<file path="config.mk">
export PLATFORM = sky130hd
export DESIGN_NAME = hazard_stall_unit_flat
export DESIGN_NICKNAME = d
export VERILOG_FILES = /design/src/rtl/hazard_stall_unit_pkg.sv /design/src/rtl/hazard_stall_unit_if.sv /design/src/rtl/hazard_stall_unit_md_busy_counter.sv /design/src/rtl/hazard_stall_unit.sv /design/src/flat_wrapper.sv
export SDC_FILE = /design/constraint.sdc
export NUM_CORES = 1
export LEC_CHECK = 0
export BUFFER_PORTS_ARGS = -buffer_cell sky130_fd_sc_hd__buf_2
export CAP_MARGIN = 20
export CORE_MARGIN = 1.5
export CORE_UTILIZATION = 57
export CTS_CLUSTER_SIZE = 24
export DETAILED_ROUTE_END_ITERATION = 10
export GPL_TIMING_DRIVEN = 0
export PLACE_DENSITY = 0.81
export SLEW_MARGIN = 20
export SYNTH_ARGS = -nofsm -noshare
export SYNTH_HDL_FRONTEND = slang
export SYNTH_HIERARCHICAL = 1
export SYNTH_SLANG_ARGS = --single-unit
</file>
<file path="constraint.sdc">
create_clock -name clk -period 4.2 [get_ports clk]
set_input_delay 0.63 -clock clk [delete_from_list [all_inputs] [get_ports clk]]
set_output_delay 0.63 -clock clk [all_outputs]
set_load 0.05 [all_outputs]
</file>
<file path="src/rtl/hazard_stall_unit_pkg.sv">
// Shared hazard-unit definitions, also imported by the instruction decoder.
// Contents:
//   - Tuse / Tnew encodings (2-bit; TUSE_NONE marks an unused source)
//   - forward-select constants FWD_RF / FWD_E / FWD_M / FWD_W
//   - the register-zero index
//   - shadow_t: the (A3, Tnew) pair tracked per pipeline stage
//   - dec_tnew(): saturating decrement applied as a result moves down a stage
package hazard_stall_unit_pkg;

  typedef logic [4:0] reg_idx_t;
  typedef logic [1:0] tuse_t;
  typedef logic [1:0] tnew_t;
  typedef logic [1:0] fwd_sel_t;

  localparam tuse_t TUSE_0    = 2'd0;
  localparam tuse_t TUSE_1    = 2'd1;
  localparam tuse_t TUSE_2    = 2'd2;
  localparam tuse_t TUSE_NONE = 2'd3;

  localparam tnew_t TNEW_0 = 2'd0;
  localparam tnew_t TNEW_1 = 2'd1;
  localparam tnew_t TNEW_2 = 2'd2;
  localparam tnew_t TNEW_3 = 2'd3;

  localparam fwd_sel_t FWD_RF = 2'd0;
  localparam fwd_sel_t FWD_E  = 2'd1;
  localparam fwd_sel_t FWD_M  = 2'd2;
  localparam fwd_sel_t FWD_W  = 2'd3;

  localparam reg_idx_t REG_ZERO = 5'd0;

  localparam int unsigned MD_CNT_W = 4;

  typedef struct packed {
    reg_idx_t a3;
    tnew_t    tnew;
  } shadow_t;

  // Saturating decrement: a result that is already available stays available.
  function automatic tnew_t dec_tnew(input tnew_t x);
    return (x == TNEW_0) ? TNEW_0 : x - 2'd1;
  endfunction

endpackage

</file>
<file path="src/rtl/hazard_stall_unit_if.sv">
// Bundle between the decoder/datapath side (master) and the hazard unit (slave).
//   master drives: flush, D_rs, D_rt, D_Tuse_rs, D_Tuse_rt, D_Tnew, D_A3,
//                  D_isMD, md_start, md_is_div
//   slave drives:  stall, md_busy, fwd_rs, fwd_rt
interface hazard_stall_unit_if;
  import hazard_stall_unit_pkg::*;

  logic     flush;
  reg_idx_t D_rs;
  reg_idx_t D_rt;
  tuse_t    D_Tuse_rs;
  tuse_t    D_Tuse_rt;
  tnew_t    D_Tnew;
  reg_idx_t D_A3;
  logic     D_isMD;
  logic     md_start;
  logic     md_is_div;
  logic     stall;
  logic     md_busy;
  fwd_sel_t fwd_rs;
  fwd_sel_t fwd_rt;

  modport master (
    output flush, D_rs, D_rt, D_Tuse_rs, D_Tuse_rt, D_Tnew, D_A3, D_isMD,
           md_start, md_is_div,
    input  stall, md_busy, fwd_rs, fwd_rt
  );

  modport slave (
    input  flush, D_rs, D_rt, D_Tuse_rs, D_Tuse_rt, D_Tnew, D_A3, D_isMD,
           md_start, md_is_div,
    output stall, md_busy, fwd_rs, fwd_rt
  );

endinterface

</file>
<file path="src/rtl/hazard_stall_unit_md_busy_counter.sv">
// Mult/div busy counter.
// Ports:
//   clk       in  rising-edge clock
//   reset     in  synchronous, active-low reset
//   md_start  in  one-cycle pulse: a mult/div is in E this cycle
//   md_is_div in  qualifies md_start (1 = div/divu, 0 = mult/multu)
//   md_busy   out counter is nonzero
// The counter is deliberately not cleared by a pipeline flush: the operation
// has already been issued to the multiplier and will run to completion.
module md_busy_counter
  import hazard_stall_unit_pkg::*;
#(
  parameter int unsigned MULT_CYCLES = 5,
  parameter int unsigned DIV_CYCLES  = 10
) (
  input  logic clk,
  input  logic reset,
  input  logic md_start,
  input  logic md_is_div,
  output logic md_busy
);

  localparam logic [MD_CNT_W-1:0] MULT_LOAD = MD_CNT_W'(MULT_CYCLES);
  localparam logic [MD_CNT_W-1:0] DIV_LOAD  = MD_CNT_W'(DIV_CYCLES);

  logic [MD_CNT_W-1:0] cnt_q;
  logic [MD_CNT_W-1:0] cnt_d;

  always_comb begin
    cnt_d = cnt_q;
    if (md_start) begin
      cnt_d = md_is_div ? DIV_LOAD : MULT_LOAD;
    end else if (cnt_q != '0) begin
      cnt_d = cnt_q - 1'b1;
    end
  end

  always_ff @(posedge clk) begin
    if (!reset) begin
      cnt_q <= '0;
    end else begin
      cnt_q <= cnt_d;
    end
  end

  assign md_busy = (cnt_q != '0);

  // A new mult/div while one is still running would silently restart the count.
  md_start_while_busy: assert property (
    @(posedge clk) disable iff (!reset) !(md_start && md_busy)
  );

endmodule

</file>
<file path="src/rtl/hazard_stall_unit.sv">
// D-stage stall and forward-select generation.
// Tracks a shadow copy of (A3, Tnew) for the E, M and W stages and compares
// it against the Tuse/rs/rt of the instruction currently in D.
// Ports:
//   clk    in  rising-edge clock
//   reset  in  synchronous, active-low reset
//   bus    slave side of hazard_stall_unit_if (D-stage decode info, flush,
//          md_start/md_is_div in; stall, md_busy, fwd_rs, fwd_rt out)
module hazard_stall_unit
  import hazard_stall_unit_pkg::*;
#(
  parameter int unsigned MULT_CYCLES = 5,
  parameter int unsigned DIV_CYCLES  = 10
) (
  input  logic                 clk,
  input  logic                 reset,
  hazard_stall_unit_if.slave   bus
);

  shadow_t  e_q, m_q, w_q;
  shadow_t  e_d, m_d, w_d;
  logic     md_busy;
  logic     stall_c;

  md_busy_counter #(
    .MULT_CYCLES (MULT_CYCLES),
    .DIV_CYCLES  (DIV_CYCLES)
  ) u_md_busy_counter (
    .clk       (clk),
    .reset     (reset),
    .md_start  (bus.md_start),
    .md_is_div (bus.md_is_div),
    .md_busy   (md_busy)
  );

  // The source is needed (tuse) before the producer at this stage has it (tnew).
  function automatic logic raw_hazard(input reg_idx_t src, input tuse_t tuse,
                                      input shadow_t st);
    return (src != REG_ZERO) && (src == st.a3) && (tuse < st.tnew);
  endfunction

  // Youngest stage whose result is already available wins.
  function automatic fwd_sel_t fwd_pick(input reg_idx_t src, input shadow_t e,
                                        input shadow_t m, input shadow_t w);
    if (src == REG_ZERO)                        return FWD_RF;
    if ((src == e.a3) && (e.tnew == TNEW_0))    return FWD_E;
    if ((src == m.a3) && (m.tnew == TNEW_0))    return FWD_M;
    if ((src == w.a3) && (w.tnew == TNEW_0))    return FWD_W;
    return FWD_RF;
  endfunction

  always_comb begin
    stall_c = raw_hazard(bus.D_rs, bus.D_Tuse_rs, e_q) ||
              raw_hazard(bus.D_rs, bus.D_Tuse_rs, m_q) ||
              raw_hazard(bus.D_rt, bus.D_Tuse_rt, e_q) ||
              raw_hazard(bus.D_rt, bus.D_Tuse_rt, m_q) ||
              (bus.D_isMD && (md_busy || bus.md_start));
  end

  always_comb begin
    e_d = '0;
    m_d = '0;
    w_d = '0;
    // On stall the instruction stays in D and a bubble enters E.
    if (!stall_c) begin
      e_d.a3   = bus.D_A3;
      e_d.tnew = dec_tnew(bus.D_Tnew);
    end
    m_d.a3   = e_q.a3;
    m_d.tnew = dec_tnew(e_q.tnew);
    w_d.a3   = m_q.a3;
    w_d.tnew = dec_tnew(m_q.tnew);
  end

  always_ff @(posedge clk) begin
    if (!reset || bus.flush) begin
      e_q <= '0;
      m_q <= '0;
      w_q <= '0;
    end else begin
      e_q <= e_d;
      m_q <= m_d;
      w_q <= w_d;
    end
  end

  assign bus.stall   = stall_c;
  assign bus.md_busy = md_busy;
  assign bus.fwd_rs  = fwd_pick(bus.D_rs, e_q, m_q, w_q);
  assign bus.fwd_rt  = fwd_pick(bus.D_rt, e_q, m_q, w_q);

endmodule
</file>
<file path="src/flat_wrapper.sv">
// flat-port wrapper written by rule: the top's interface ports become plain ports
module hazard_stall_unit_flat import hazard_stall_unit_pkg::*;
#(
  parameter int unsigned MULT_CYCLES = 5,
  parameter int unsigned DIV_CYCLES  = 10
)
  (clk, reset, bus_flush, bus_D_rs, bus_D_rt, bus_D_Tuse_rs, bus_D_Tuse_rt, bus_D_Tnew, bus_D_A3, bus_D_isMD, bus_md_start, bus_md_is_div, bus_stall, bus_md_busy, bus_fwd_rs, bus_fwd_rt);
  hazard_stall_unit_if bus_i ();
  input  logic clk;
  input  logic reset;
  input wire logic [$bits(bus_i.flush)-1:0] bus_flush;
  input wire logic [$bits(bus_i.D_rs)-1:0] bus_D_rs;
  input wire logic [$bits(bus_i.D_rt)-1:0] bus_D_rt;
  input wire logic [$bits(bus_i.D_Tuse_rs)-1:0] bus_D_Tuse_rs;
  input wire logic [$bits(bus_i.D_Tuse_rt)-1:0] bus_D_Tuse_rt;
  input wire logic [$bits(bus_i.D_Tnew)-1:0] bus_D_Tnew;
  input wire logic [$bits(bus_i.D_A3)-1:0] bus_D_A3;
  input wire logic [$bits(bus_i.D_isMD)-1:0] bus_D_isMD;
  input wire logic [$bits(bus_i.md_start)-1:0] bus_md_start;
  input wire logic [$bits(bus_i.md_is_div)-1:0] bus_md_is_div;
  output wire logic [$bits(bus_i.stall)-1:0] bus_stall;
  output wire logic [$bits(bus_i.md_busy)-1:0] bus_md_busy;
  output wire logic [$bits(bus_i.fwd_rs)-1:0] bus_fwd_rs;
  output wire logic [$bits(bus_i.fwd_rt)-1:0] bus_fwd_rt;
  assign bus_i.flush = bus_flush;
  assign bus_i.D_rs = bus_D_rs;
  assign bus_i.D_rt = bus_D_rt;
  assign bus_i.D_Tuse_rs = bus_D_Tuse_rs;
  assign bus_i.D_Tuse_rt = bus_D_Tuse_rt;
  assign bus_i.D_Tnew = bus_D_Tnew;
  assign bus_i.D_A3 = bus_D_A3;
  assign bus_i.D_isMD = bus_D_isMD;
  assign bus_i.md_start = bus_md_start;
  assign bus_i.md_is_div = bus_md_is_div;
  assign bus_stall = bus_i.stall;
  assign bus_md_busy = bus_i.md_busy;
  assign bus_fwd_rs = bus_i.fwd_rs;
  assign bus_fwd_rt = bus_i.fwd_rt;
  hazard_stall_unit #(.MULT_CYCLES(MULT_CYCLES), .DIV_CYCLES(DIV_CYCLES)) u_core (.clk(clk), .reset(reset), .bus(bus_i));
endmodule
</file>
==> results.md <==
- Synth Area per Inst: 8.892 sq um
- Top-area cell type share of the netlist area: 0.3350
- Sequential fraction of the synthesis area: 0.3350
- GPL Wtd Cong: between 0.9 and 1
- Most used cell, CP: inv_1
- DPL Wire Length: 2674 um
- Tightest Hold Check Type: reg -> reg
- CP required: 3.57 ns
- Worst slack, placed: 1.362 ns
- Pin count of the biggest net entering global routing: 14
- Clock Path Buffers: 2
- Initial antenna violation count: 0
- Max VDD drop: 210.9 uV
- Commonest non-fill, non-tap cell in the layout: buf_2
- Yosys reg bits: 25
- CTS tree: built
- Reg-to-reg slack, setup: 2.38 ns
- CP peak stage delay: 0.37 ns
- Core area: 0.002477 sq mm
- Routed wire length per instance: 13.69 um
- Reg clk slew, reported paths: 0.13 ns
- Cell family with most CP delay: simple AND/OR/NAND/NOR gates
- WP buf/inv: 3
- Share of layout cells above drive strength 1: 0.2108
- Resize count post-CTS: 0
- Cts bufs inserted: 3
- Synthesized netlist cell count: between 150 and 200
- Yosys top cell by area: dfxtp_1
- IO buf count: 32
- Commonest cells after routing, fill and taps aside: 32 x buf_2, 25 x dfxtp_1, 23 x xor2_1, 17 x nor3_1
- Slew @ Worst Pin: 0.4140 ns
- Vias in the first global route: 1,254
- CP Class: reg -> out
- Final instance area: 0.001718 sq mm
- Congestion Overflow GR: 0
- DP Area: 0.001692 sq mm
- Crit start category: flip-flop
- Slew headroom: 0.7215
- Fin Clk Skew: ~0.0024 ns
- Final nets: 241
- Placement Rows: 18
- Vias post-DR: roughly 1,300
- Initial drt markers: 31
- Max-Cap Viols: 0
- Fin. Hold Viols: 0
- Cell Pwr Density: 283.7 mW/mm^2
- Hold_sp: u_core/e_q[0]
- CTS root buf: clkbuf_4
- Starting Density: 0.6030
- Pre-antenna DRT Iters: 4
- R2R Path End: u_core/e_q[1]
- Crit path time final: about 3 ns
- WHS Path Cells: 1
- RSZ-0062 raised after global routing: no
- Fin cells: 234
- Status: finished clean
- Via density: 5.483
- Clock sinks: 25
- Final TNS setup: 0 ns
- DRC violation count after routing: 0
- Die ar.: 0.002937 sq mm
- Setup violators final: 0
- Final period util: 0.7007
- Synth unique cells: 32
- Skew-Pair Late Insertion Delay: 0.31 ns
- First-pass GRT wire length: 5064 um
- Max-slew violation count: 0
- Ranking of synthesized cells by area: dfxtp_1 34%, xor2_1 13%, ha_1 7.5%
- Hold Path End: u_core/m_q[0]
- Post-Route WL: 3203 um
- Min setup slack post-route: 1.257 ns
- Crit-path cells: inv_1 > ha_1 > nor3b_2 > inv_1 > o21ai_0 > nand3_1 > or2_1 > buf_2
- Ant diodes: 0
- Setup crit end kind: output pin
- WP data arrival: 2.31 ns
- Mapped Nets: 204
- Area Growth Syn to Fin: 14.99%
- GRT Total Usage: 0.2439
- Crit path max fanout: 8
- Antenna viol nets, final: 0
- Leakage power: around 0.76 nW
- Final Util: 0.6934
- CTS H-tree depth: 1
- Worst Reg-to-Reg Cells: 7
- FF-to-FF Start: u_core/u_md_busy_counter/cnt_q[0]
- # Post-CTS Setup Buffers: 0
- CTS hold repair buffers: 0
- Chip height: 54.20 um
- IO Pins: 33
- F_max: 339.8 MHz
- Die Span X: between 50 and 60 um
- Netlist Area Pre-Place: 0.001494 sq mm
- Slowest CP cell: dfxtp_1
- Yosys warnings: 6
- Dpl cells: 230
[power breakdown]
part | internal, mW | switching, mW
registers | 0.247 | 0.00938
logic | 0.0485 | 0.0778
clock network | 0.0370 | 0.0679
[how the worst max path moves through the flow]
| stage | endpoint | depth (start not counted) | slack (ns) | from |
|---|---|---|---|---|
| after detailed placement | bus_stall | 7 | 1.36 | bus_D_rt[3] |
| after global routing | bus_stall | 8 | 1.02 | u_core/u_md_busy_counter/cnt_q[0] |
| final | bus_stall | 8 | 1.26 | u_core/u_md_busy_counter/cnt_q[0] |
| after global placement | bus_stall | 7 | 1.44 | bus_D_rt[3] |
| after CTS | bus_stall | 8 | 1.26 | u_core/u_md_busy_counter/cnt_q[0] |
| after floorplan | bus_fwd_rt[1] | 4 | 0.99 | bus_D_rt[1] |
[Yosys cell counts]
master     count
nor2_4         1
xor2_1        23
o21ai_0        3
nand2b_1       4
nand4_1        3
and3b_1        1
nand4bb_1      1
nor3_1        17
or2_1          1
nand2_1        9
nor4_1         1
nand4b_1       4
a21oi_2        2
a21oi_1        1
inv_1         11
or4_4          1
a2111oi_1      1
xnor2_1        8
nor4_4         1
or4_1          1
nor2_1         6
ha_1           9
dfxtp_1       25
a221oi_1       3
and2_1        11
nor2b_1        3
a21bo_2        1
nand3_1       10
or3_1          2
nor3b_2        1
clkbuf_1       2
nor3_2         1
[area by class of cell]
cell class	count	area (sq um)
multi-input cells	130	944.7
clock buffers	4	26.28
fillers	202	759.5
repair buffers	32	160.2
inverters	11	41.29
flip-flops and latches	25	500.5
plain buffers	2	7.507
well taps	30	37.54
[registers in the layout (all words and copies together), names as in the netlist]
signal	count
u_core/w_q	7
u_core/e_q	7
u_core/m_q	7
u_core/u_md_busy_counter/cnt_q	4
[through the flow]
step / power (mW) / hold WS [ns]
floorplan: 0.3434 / 0.4213
global placement: 0.3794 / 0.4334
detailed placement: 0.3870 / 0.4475
CTS: 0.4879 / 0.4649
global route: 0.5155 / 0.4830
finish: 0.4874 / 0.4624
[routing by layer]
| layer | global-route usage | wire length (um) |
|---|---|---|
| met1 | 0.2670 | 1345 |
| met2 | 0.4679 | 1669 |
| met3 | 0.03611 | 138 |
| met4 | 0.08333 | 48 |
| met5 | 0 | 0 |
[cells by family after synthesis]
family / share of synthesized area
buffers and inverters: 0.03267
adders and majority gates: 0.07538
DFF: 0.3350
xor gates and xnor gates: 0.1817
AOI/OAI and AO/OA: 0.05611
and+or+nand+nor: 0.3191
Note: power is estimated with default switching activity, not from simulation.
